==> src/rtl/bpi_flash_access_fsm.sv <==
// Control FSM for an asynchronous BPI parallel-flash bus. Each EXECUTE runs one single-word access:
// capture strobe, operation decode, address latch, then a timed write or read pulse, then recovery.
// Ports:
//   CLK      system clock, rising edge
//   RST      synchronous active-low reset
//   EXECUTE  start request, level-sampled in idle
//   READ     latched OP[1], sampled in decode only
//   WRITE    latched OP[0], sampled in decode only
//   BUSY     operation in progress
//   CAP      one-cycle strobe to capture address/data/OP externally
//   E        chip enable (active-high)
//   L        address latch enable (active-high)
//   W        write enable (active-high)
//   G        output enable (active-high)
//   LOAD     one-cycle strobe: read data on the bus is valid
module bpi_flash_access_fsm #(
   parameter int unsigned L_CYCLES   = 2,
   parameter int unsigned W_CYCLES   = 4,
   parameter int unsigned G_CYCLES   = 6,
   parameter int unsigned REC_CYCLES = 2,
   parameter int unsigned TMR        = 0
) (
   input  logic CLK,
   input  logic RST,
   input  logic EXECUTE,
   input  logic READ,
   input  logic WRITE,
   output logic BUSY,
   output logic CAP,
   output logic E,
   output logic L,
   output logic W,
   output logic G,
   output logic LOAD
);

   // Separate latch states per direction keep the whole operation in the (voted) state register.
   typedef enum logic [2:0] {
      StIdle    = 3'd0,
      StCapture = 3'd1,
      StDecode  = 3'd2,
      StLatchWr = 3'd3,
      StLatchRd = 3'd4,
      StWrPulse = 3'd5,
      StRdPulse = 3'd6,
      StRecover = 3'd7
   } state_e;

   localparam logic [3:0] LLast = 4'(L_CYCLES - 1);
   localparam logic [3:0] WLast = 4'(W_CYCLES - 1);
   localparam logic [3:0] GLast = 4'(G_CYCLES - 1);
   localparam logic [3:0] RLast = 4'(REC_CYCLES - 1);

   // Output vector bit order: {BUSY, CAP, E, L, W, G, LOAD}
   localparam logic [6:0] OBusy = 7'b100_0000;
   localparam logic [6:0] OCap  = 7'b010_0000;
   localparam logic [6:0] OE    = 7'b001_0000;
   localparam logic [6:0] OL    = 7'b000_1000;
   localparam logic [6:0] OW    = 7'b000_0100;
   localparam logic [6:0] OG    = 7'b000_0010;
   localparam logic [6:0] OLoad = 7'b000_0001;

   state_e     state_v;   // current state (voted when TMR is enabled)
   logic [3:0] cnt_v;     // current count (voted when TMR is enabled)
   state_e     state_d;
   logic [3:0] cnt_d;
   logic [6:0] out_d;
   logic [6:0] out_q;

   // Next state and counter: counter restarts at 0 on every state entry.
   always_comb begin
      state_d = state_v;
      cnt_d   = cnt_v + 4'd1;
      unique case (state_v)
         StIdle: begin
            cnt_d = '0;
            if (EXECUTE) state_d = StCapture;
         end
         StCapture: begin
            cnt_d   = '0;
            state_d = StDecode;
         end
         StDecode: begin
            cnt_d = '0;
            if (WRITE && !READ)      state_d = StLatchWr;
            else if (READ && !WRITE) state_d = StLatchRd;
            else                     state_d = StRecover;
         end
         StLatchWr: begin
            if (cnt_v == LLast) begin
               state_d = StWrPulse;
               cnt_d   = '0;
            end
         end
         StLatchRd: begin
            if (cnt_v == LLast) begin
               state_d = StRdPulse;
               cnt_d   = '0;
            end
         end
         StWrPulse: begin
            if (cnt_v == WLast) begin
               state_d = StRecover;
               cnt_d   = '0;
            end
         end
         StRdPulse: begin
            if (cnt_v == GLast) begin
               state_d = StRecover;
               cnt_d   = '0;
            end
         end
         StRecover: begin
            if (cnt_v == RLast) begin
               state_d = StIdle;
               cnt_d   = '0;
            end
         end
      endcase
   end

   // Outputs are decoded from the next state so the registered strobes always equal
   // decode(current state, current count) with no combinational path to the pads.
   always_comb begin
      out_d = '0;
      unique case (state_d)
         StIdle:    out_d = '0;
         StCapture: out_d = OBusy | OCap;
         StDecode:  out_d = OBusy;
         StLatchWr: out_d = OBusy | OE | OL;
         StLatchRd: out_d = OBusy | OE | OL;
         StWrPulse: out_d = OBusy | OE | OW;
         StRdPulse: out_d = OBusy | OE | OG | ((cnt_d == GLast) ? OLoad : 7'b0);
         StRecover: out_d = OBusy;
      endcase
   end

   always_ff @(posedge CLK) begin
      if (!RST) out_q <= '0;
      else      out_q <= out_d;
   end

   assign {BUSY, CAP, E, L, W, G, LOAD} = out_q;

   if (TMR != 0) begin : g_tmr
      logic [2:0] state0_q, state1_q, state2_q;
      logic [3:0] cnt0_q, cnt1_q, cnt2_q;

      // All copies reload from the voted next value, so a single upset clears in one clock.
      always_ff @(posedge CLK) begin
         if (!RST) begin
            state0_q <= StIdle;
            state1_q <= StIdle;
            state2_q <= StIdle;
            cnt0_q   <= '0;
            cnt1_q   <= '0;
            cnt2_q   <= '0;
         end else begin
            state0_q <= state_d;
            state1_q <= state_d;
            state2_q <= state_d;
            cnt0_q   <= cnt_d;
            cnt1_q   <= cnt_d;
            cnt2_q   <= cnt_d;
         end
      end

      assign state_v = state_e'((state0_q & state1_q) | (state0_q & state2_q) |
                                (state1_q & state2_q));
      assign cnt_v   = (cnt0_q & cnt1_q) | (cnt0_q & cnt2_q) | (cnt1_q & cnt2_q);
   end else begin : g_single
      state_e     state_q;
      logic [3:0] cnt_q;

      always_ff @(posedge CLK) begin
         if (!RST) begin
            state_q <= StIdle;
            cnt_q   <= '0;
         end else begin
            state_q <= state_d;
            cnt_q   <= cnt_d;
         end
      end

      assign state_v = state_q;
      assign cnt_v   = cnt_q;
   end

endmodule

==> config.mk <==
export PLATFORM = sky130hd
export DESIGN_NAME = bpi_flash_access_fsm
export DESIGN_NICKNAME = d
export VERILOG_FILES = /design/src/rtl/bpi_flash_access_fsm.sv
export SDC_FILE = /design/constraint.sdc
export NUM_CORES = 1
export LEC_CHECK = 0
export BUFFER_PORTS_ARGS = -buffer_cell sky130_fd_sc_hd__buf_2
export CAP_MARGIN = 20
export CORE_UTILIZATION = 40
export CTS_CLUSTER_DIAMETER = 150
export CTS_CLUSTER_SIZE = 24
export DETAILED_ROUTE_END_ITERATION = 10
export PLACE_DENSITY = 0.61
export SLEW_MARGIN = 20
export SYNTH_ARGS = -nofsm -noshare
export SYNTH_HDL_FRONTEND = slang
export SYNTH_SLANG_ARGS = --single-unit
==> constraint.sdc <==
create_clock -name CLK -period 1.9 [get_ports CLK]
set_input_delay 0.095 -clock CLK [delete_from_list [all_inputs] [get_ports CLK]]
set_output_delay 0.095 -clock CLK [all_outputs]
set_load 0.005 [all_outputs]
Word-level counts from Yosys, hierarchy flattened
Index checks and enable logic that the tools add are counted.
- flip-flop bits (word level): 14
- latch bits: 0
- RAM bits: 0
- ROM bits: 0
- input port bits: 5
- output and inout port bits: 7
- logic and storage cells: 47
- memories kept: 0
- $add $sub $neg: 1
- $mul: 0
- divide/modulo/power cells: 0
- order comparisons: 0
- equality and inequality tests: 18
- shift-type cells: 0
- multiplexer cells: 15
- bitwise gates (word level): 0
- reductions and logical operators: 10
- operators by type and width (operator ; count):
    one-hot mux 7 bit (6 select lines) ; 1
    == test 3 bit (second input constant) ; 8
    one-hot mux 3 bit (8 select lines) ; 1
    two-way mux 3 bit ; 7
    one-hot mux 4 bit (4 select lines) ; 1
    == test 3 x 2 -> 1 bit (second input constant) ; 4
    two-way mux 4 bit ; 3
    == test 4 x 3 -> 1 bit (second input constant) ; 2
    == test 3 x 1 -> 1 bit (second input constant) ; 2
    zero test 3 bit ; 2
    OR reduction 3 bit ; 2
    adder 4 x 1 -> 4 bit (second input constant) ; 1
    == test 4 x 1 -> 1 bit (second input constant) ; 1
    == test 4 x 2 -> 1 bit (second input constant) ; 1
    OR reduction 2 bit ; 2
    logical AND 1 bit ; 2
    zero test 1 bit ; 2
    two-way mux 2 bit ; 1
    two-way mux 1 bit ; 1

Longest topological paths before layout
Gate-level depths: netlist of run 1.
- word-level depth: 8
- depth in mapped cells: 10
- gate-level depth less buffers: 9

Worst setup path after synthesis of run 1
OpenSTA, ideal clock, no wires.
- kind: flip-flop to flip-flop
- start point: register g_single.cnt_q[0], in the netlist cnt_v[0]
- end point: register out_q[4]
- library setup time: 57 ps
- arrival: 1773 ps
- data required time: 1843 ps
- setup slack: 70 ps
- stages on the path, launching flop included: 10
- buffers on the path: 1
- clock period less this slack: 1830 ps
- path through: dfxtp_1 -> ha_1 -> or3b_1 -> buf_6 -> nor3b_4 -> nor3_4 -> nand2_2 -> clkinv_2 -> nand3_2 -> a21bo_1
- cells in the longest elaborated chain, start to end: 6
- elaborated cells between the ends (all ways): 20
- those cells by class: eq/ne: 10; mux: 7; reduce/logical: 3
- RTL lines (what ; RTL line ; text):
    start, declared ; 173 ; logic [3:0] cnt_q;
    start signal, assigned ; 181 ; cnt_q <= cnt_d;
    == test 4 x 1 -> 1 bit (tied with other cells) ; 90, 96, 114 ;
    two-way mux 3 bit, on equally long branches ; - ;
    one-hot mux 3 bit (8 select lines) (*) ; 74 ; unique case (state_v)
    == test 3 bit / == test 3 x 2 -> 1 bit (equally long branches) ; 126 ; unique case (state_d)
    OR reduction 2 bit (no line) ; - ;
    one-hot mux 7 bit (6 select lines) (*) ; 126 ;
    end signal, assigned ; 140 ; else out_q <= out_d;
    end, declared ; 68 ; logic [6:0] out_q;
Mark *: on every way between the ends. The rest lies on a longest branch, timed or not.
A chain may end at the register's enable or synchronous reset.

Worst setup path in the final report of run 1
- start point: register g_single.cnt_q[1], in the netlist cnt_v[1]
- end point: register out_q[4]
Same word-level chain as after synthesis.

==> results.py, run 1 <==
metrics = {
    "logic_synthesis": {
        "yosys-top-cells-count": "14 x dfxtp_1, 12 x nor2_1, 4 x a21oi_1, 4 x nand2_1, 4 x nand2b_1",
        "post_synth.cell_area_avg_um2": 9.19,
        "syn-instance-count": 79,
        "synth_cell_types": 39,
        "synth-simple-area-share_pct": 32.8,
        "syn_nets": 86,
        "synth_seq_cells": 14,
        "synthAdderAreaFrac_pct": 3.45,
        "yosysTopAreaCell": "dfxtp_1",
        "synth_top_family_by_area": "simple AND/OR/NAND/NOR gates",
        "synth_area_leaders": "dfxtp_1 39%, nor2_1 6.2%, buf_6 4.7%, ha_1 3.4%, nand2b_1 3.4%",
        "yosysMostFrequentCell": "dfxtp_1",
        "synthesis.area_um2": 726,
        "netlist.area_leader.share_pct": 38.6,
        "ys.flop_type": "dfxtp_1",
        "muxShareOfSynthArea_pct": 1.38,
        "synth_edf_count": 0,
        "synth_xor_area_share_pct": 2.41,
        "seq_area_frac_synth_pct": 38.6,
        "synth-async-reset-ratio_pct": 0,
        "synth_compound_area_share_pct": 13.8,
        "yosys_warnings": 0,
    },
    "timing": {
        "finClkSkew_ns": 0.00257,
        "maxSlewHeadroom_pct": 69.0,
        "fmax_ghz": 0.566,
        "setup_viol": 0,
        "period_minus_slack_ns": 1.77,
        "slew_violations": 0,
        "hold_viol": 0,
        "tns_ns": 0,
        "timing.final.crit_share_pct": 93.0,
        "worstMarginPinSlew_ns": 0.465,
        "fin_ws_ns": 0.133,
    },
    "clocking": {
        "cts_sinks": 14,
        "root_buffer": "clkbuf_4",
        "clk_pin_slew_worst_paths_ns": 0.08,
        "clk_latency_ns": 0.28,
        "cts_tree": "built",
        "cts_max_level": 1,
        "ctsHoldBuffers": 0,
        "cts_buffers": 3,
        "clk_path_buf_depth": 2,
    },
    "final_layout": {
        "fill_cells": 172,
        "multi_input_area_um2": 398,
        "fin_nets": 104,
        "post-route-util_pct": 50.5,
        "area.growth.synth_to_final_pct": 18.8,
        "drive_gt1_share_pct": 32.3,
        "ff_latch_area_um2": 280,
        "stdcell_count": 121,
        "diodes": 0,
    },
    "floorplanning": {
        "dieArea_mm2": 0.00199,
        "fp.dieH_um": 44.6,
        "initial_utilization_pct": 42.5,
        "ioPinCount": 12,
        "die_x_um": 44.6,
        "std_cell_rows": 15,
        "core_mm2": 0.00171,
    },
    "detailed_routing": {
        "drcViolationCount": 0,
        "via_per_inst": 4.78,
        "vias": 578,
        "wl_per_cell_um": 11.0,
        "dr.pass1.iters": 5,
        "drtIter0Drc": 6,
        "postRouteAntennaNets": 0,
        "drt_wl_total_mm": 1.33,
    },
    "setup_path": {
        "arrival_ns": 2.00,
        "cp_max_fo": 5,
        "crit_required_ns": 2.13,
        "setup.worst_path.end_class": "flop",
        "worst_setup_path_start_kind": "flop",
        "setup.worst_path.class": "flop to flop",
        "reg2reg_slack_ns": 0.13,
    },
    "global_route": {
        "grtUsageMet1_pct": 18.7,
        "grt_pass1_vias": 507,
        "antenna_found_initial": 0,
        "grt.busiest_layer": "met2",
        "grt_pass1_wl_mm": 2.19,
        "use_met3_pct": 6.12,
        "grt_util_all_layers_pct": 15.1,
        "met2_usage_pct": 24.4,
        "overflow": 0,
        "grt_max_degree": 14,
    },
    "placement": {
        "place_ws_ns": 0.0488,
        "dpl.cell_count": 117,
        "gp_congestion": 0.765,
        "port_buffers": 11,
        "dp_hpwl_mm": 1.01,
    },
    "outcome": {
        "status": "completed",
    },
    "power": {
        "peakVddDrop_mv": 0.428,
        "leakage_nw": 0.366,
        "p_per_area_mw_per_mm2": 839,
        "total_power_mw": 0.724,
    },
    "worst_hold_path": {
        "hold_class": "primary input to flop",
    },
    "flow_run": {
        "drv_cap": 0,
    },
}
-- final cells by class --
class	count	area share, %
Sequential cell	14	32.5
Timing Repair Buffer	17	11.6
Multi-Input combinational cell	57	46.2
Inverter	4	1.89
Clock buffer	4	4.21
Tap cell	25	3.63
-- routing by layer --
metal / wire length (µm) / vias up
met5: 0 / -
met1: 622 / 258
met2: 631 / 13
met4: 0 / 0
li1: - / 307
met3: 71 / 0
-- through the flow --
step,hold slack [ns],instance area [µm²]
final,0.110,862
after detailed placement,0.403,818
after global placement,0.396,818
after CTS,0.102,855
after floorplan,0.227,726
after global routing,0.0987,862
-- flip-flops by register name, summed over array words and instances, names as in the netlist --
signal and flops:
g_single.state_q 3, out_q 7, cnt_v 4
-- path summary, 6_finish.rpt --
check / start / end / cells after the start
worst max-delay path: cnt_v[1]$_SDFF_PN0_ / out_q[4]$_SDFF_PN0_ / 9
worst min register to register: cnt_v[0]$_SDFF_PN0_ / cnt_v[0]$_SDFF_PN0_ / 2
worst max register to register: cnt_v[1]$_SDFF_PN0_ / out_q[4]$_SDFF_PN0_ / 9
worst min-delay path: RST / out_q[1]$_SDFF_PN0_ / 3
-- cell families (layout without fill, tap and decap cells) --
logic type,count (synthesis),in the layout
simple gates,38,38
compound gates,14,14
flops,14,14
buf+inv,8,25
fa+ha+maj,2,2
xor+xnor,2,2
mux,1,1
-- cell usage in the layout (no fill, tap or decap), types with 2 or more instances in the layout --
master / count
a21oi_1: 4
nand3_1: 2
nand2_1: 4
clkbuf_4: 3
nor2_1: 12
nand2b_1: 4
buf_2: 11
inv_1: 3
ha_1: 2
nand3b_1: 2
dfxtp_1: 14
buf_4: 6
-- worst max-delay path, cell delays in order (launching register included) --
cell	delay, ns
dfxtp_1	0.32
inv_1	0.05
ha_1	0.14
or3b_4	0.41
nor3b_4	0.17
nor3_4	0.19
nand2_2	0.10
clkinv_2	0.07
nand3_2	0.07
a21bo_1	0.18
-- report_power, final --
part / total [mW] / internal (mW) / leakage [nW] / switching [mW]
Combinational: 0.171 / 0.0869 / 0.231 / 0.0844
Sequential: 0.341 / 0.317 / 0.114 / 0.0231
Clock: 0.212 / 0.117 / 0.0210 / 0.0953
Total: 0.724 / 0.521 / 0.366 / 0.203
-- timing repair --
| item | CTS | global route |
|---|---|---|
| resized for setup | 0 | 2 |
| setup endpoints to repair | 0 | 2 |
| buffers inserted | 0 | 0 |
Power figures use the tool's default switching activity.
==> run 2, diff against run 1 <==
--- a/config.mk
+++ b/config.mk
@@ -5,6 +5,7 @@
 export SDC_FILE = /design/constraint.sdc
 export NUM_CORES = 1
 export LEC_CHECK = 0
+export ABC_AREA = 1
 export BUFFER_PORTS_ARGS = -buffer_cell sky130_fd_sc_hd__buf_2
 export CAP_MARGIN = 20
 export CORE_UTILIZATION = 40
==> run 2 against run 1 <==
Combinational power grew to 3.7 times the previous value. Die area up 7.2%. Non-clock buffer count is 6 lower. Routed wire length rose by 1.8%. Global-route usage rose by 0.44 points. Critical path type unchanged. Largest cell class unchanged. Highest routed layer is now met4.
==> results.py, run 2 <==
metrics = {
    "clocking": {
        "cts_sinks": 14,
        "root_buffer": "clkbuf_4",
        "post_cts_buffers": 0,
        "ctsHoldBuffers": 0,
        "clk_path_buf_depth": 2,
        "clk_latency_ns": 0.26,
        "clk_pin_slew_worst_paths_ns": 0.08,
        "cts_max_level": 1,
        "post_cts_resized": 0,
        "cts_tree": "built",
        "cts_buffers": 3,
    },
    "final_layout": {
        "fill_cells": 182,
        "regMostFlops": "out_q",
        "largest_register_ffs": 7,
        "drive_gt1_share_pct": 26.4,
        "mostFrequentLayoutCells": "19 x inv_1, 18 x nand2_1, 15 x nor2_1, 14 x dfxtp_1, 11 x buf_2",
        "area.growth.synth_to_final_pct": 13.9,
        "final_common_cell": "inv_1",
        "ff_latch_area_um2": 280,
        "diodes": 0,
        "fin_nets": 134,
        "multi_input_area_um2": 414,
    },
    "detailed_routing": {
        "drcViolationCount": 0,
        "via_per_inst": 4.63,
        "drtIter0Drc": 10,
        "highest_layer": "met4",
        "drt-met1-wl_um": 694,
        "dr.pass1.iters": 4,
        "wl_per_cell_um": 8.99,
        "wl_met3_um": 40,
        "vias": 695,
        "drt_wl_total_mm": 1.35,
        "route.met2.wl_um": 590,
        "postRouteAntennaNets": 0,
    },
    "floorplanning": {
        "dieArea_mm2": 0.00213,
        "std_cell_rows": 15,
        "initial_utilization_pct": 43.8,
        "fp.dieH_um": 46.2,
        "core_mm2": 0.00178,
        "die_x_um": 46.2,
        "ioPinCount": 12,
    },
    "timing": {
        "slew_violations": 0,
        "tns_ns": 0,
        "maxSlewHeadroom_pct": 82.4,
        "rsz0062_at_grt": "false",
        "finClkSkew_ns": 0.00498,
        "fmax_ghz": 0.649,
        "fin_ws_ns": 0.360,
        "worstMarginPinSlew_ns": 0.263,
        "period_minus_slack_ns": 1.54,
        "hold_viol": 0,
        "timing.final.crit_share_pct": 81.1,
        "setup_viol": 0,
    },
    "global_route": {
        "grt_max_degree": 8,
        "grt_pass1_wl_mm": 2.40,
        "antenna_found_initial": 0,
        "grt_util_all_layers_pct": 15.5,
        "overflow": 0,
        "grt_pass1_vias": 634,
    },
    "logic_synthesis": {
        "muxShareOfSynthArea_pct": 0,
        "seq_area_frac_synth_pct": 35.9,
        "synth_edf_count": 0,
        "syn-instance-count": 111,
        "synth_cell_types": 24,
        "yosysTopAreaCell": "dfxtp_1",
        "yosys-top-cells-count": "19 x inv_1, 18 x nand2_1, 15 x nor2_1",
        "synth_xor_area_share_pct": 2.24,
        "synth_seq_cells": 14,
        "syn_nets": 118,
        "synthesis.area_um2": 781,
        "ys.flop_type": "dfxtp_1",
        "synthAdderAreaFrac_pct": 3.21,
        "synth_area_leaders": "dfxtp_1 36%, inv_1 9.1%, nand2_1 8.7%, nor2_1 7.2%, nand3_1 5.8%",
        "synth-async-reset-ratio_pct": 0,
        "yosysMostFrequentCell": "inv_1",
        "netlist.area_leader.share_pct": 35.9,
        "synth-simple-area-share_pct": 40.7,
        "synth_top_family_by_area": "simple AND/OR/NAND/NOR gates",
        "synth_compound_area_share_pct": 6.89,
        "yosys_warnings": 0,
        "post_synth.cell_area_avg_um2": 7.03,
    },
    "outcome": {
        "status": "completed",
    },
    "power": {
        "power.net_switching_mw": 0.540,
        "leakage_nw": 0.491,
        "clkPwrFrac_pct": 12.7,
        "intPower_mw": 0.661,
        "sw_frac_of_total_pct": 45.0,
        "pwr-share-seq_pct": 35.3,
        "p_per_area_mw_per_mm2": 1350,
        "peakVddDrop_mv": 0.908,
        "p_comb_share_pct": 52.0,
    },
    "setup_path": {
        "r2r_end": "out_q[6]$_SDFF_PN0_",
        "setup.worst_path.end_class": "flop",
        "reg2reg_from": "cnt_v[1]$_SDFF_PN0_",
        "arrival_ns": 1.70,
        "cp_max_fo": 5,
        "crit_required_ns": 2.06,
        "setup.worst_path.class": "flop to flop",
        "worst_setup_path_start_kind": "flop",
        "worst_r2r_path_depth": 12,
        "reg2reg_slack_ns": 0.36,
    },
    "worst_hold_path": {
        "min_from": "RST",
        "hold_class": "primary input to flop",
        "holdPathEnd": "out_q[6]$_SDFF_PN0_",
        "holdPathStages": 3,
    },
    "placement": {
        "place_ws_ns": 0.349,
        "dp_hpwl_mm": 1.14,
        "gp_congestion": 0.841,
        "port_buffers": 11,
    },
    "flow_run": {
        "drv_cap": 0,
    },
}
## run 2: kinds of logic after synthesis
family / count (synthesis)
simple gates: 62
buf+inv: 23
flops: 14
compound gates: 8
xor+xnor: 2
fa+ha+maj: 2
## run 2: critical path, stage by stage (launching register included)
cell and delay [ns]:
dfxtp_1 0.35, inv_1 0.05, ha_1 0.19, nand2_2 0.10
inv_1 0.07, nand2_1 0.06, nand2_1 0.08, nor2_4 0.14
inv_2 0.06, nand2_1 0.07, nand2_1 0.06, a21oi_1 0.14
inv_1 0.05
## run 2: layout make-up
type                    instances  share of cell area [%]
clock buffers                   3                    2.53
well taps                      25                    3.52
multi-input cells              74                    46.6
flip-flops and latches         14                    31.5
repair buffers                 11                    6.19
inverters                      23                    9.70
## run 2: power groups by stage
stage / Combinational (mW) / Clock (mW) / Sequential, mW
6_report: 0.625 / 0.153 / 0.423
5_1_grt: 0.707 / 0.170 / 0.434
4_1_cts: 0.629 / 0.158 / 0.423
3_5_place_dp: 0.627 / 0 / 0.429
3_3_place_gp: 0.623 / 0 / 0.429
2_1_floorplan: 0.494 / 0 / 0.425
## run 2: how the worst max path moves through the flow
| stage | from | endpoint | slack (ns) | cells past startpoint |
|---|---|---|---|---|
| detailed placement | cnt_v[1]$_SDFF_PN0_ | out_q[6]$_SDFF_PN0_ | 0.35 | 12 |
| global route | cnt_v[1]$_SDFF_PN0_ | out_q[6]$_SDFF_PN0_ | 0.20 | 12 |
| CTS | cnt_v[1]$_SDFF_PN0_ | out_q[6]$_SDFF_PN0_ | 0.34 | 12 |
| finish | cnt_v[1]$_SDFF_PN0_ | out_q[6]$_SDFF_PN0_ | 0.36 | 12 |
| floorplan | cnt_v[1]$_SDFF_PN0_ | out_q[6]$_SDFF_PN0_ | 0.51 | 12 |
| global placement | cnt_v[1]$_SDFF_PN0_ | out_q[6]$_SDFF_PN0_ | 0.36 | 12 |
## run 2: per-stage QoR
step	std cells	cell area [µm²]	total power, mW	utilization (%)	hold slack, ns
after floorplan	111	781	0.919	-	0.205
after global placement	147	867	1.05	48.6	0.387
after detailed placement	147	867	1.06	48.6	0.389
after CTS	150	890	1.21	49.9	0.106
after global routing	150	890	1.31	49.9	0.109
final	150	890	1.20	49.9	0.111
## run 2: metal layers
layer  GRT usage (%)  vias to the layer above
li1                -                      377
met1            21.6                      301
met2            23.4                       13
met3            1.18                        4
met4            8.82                        0
met5               0                        -
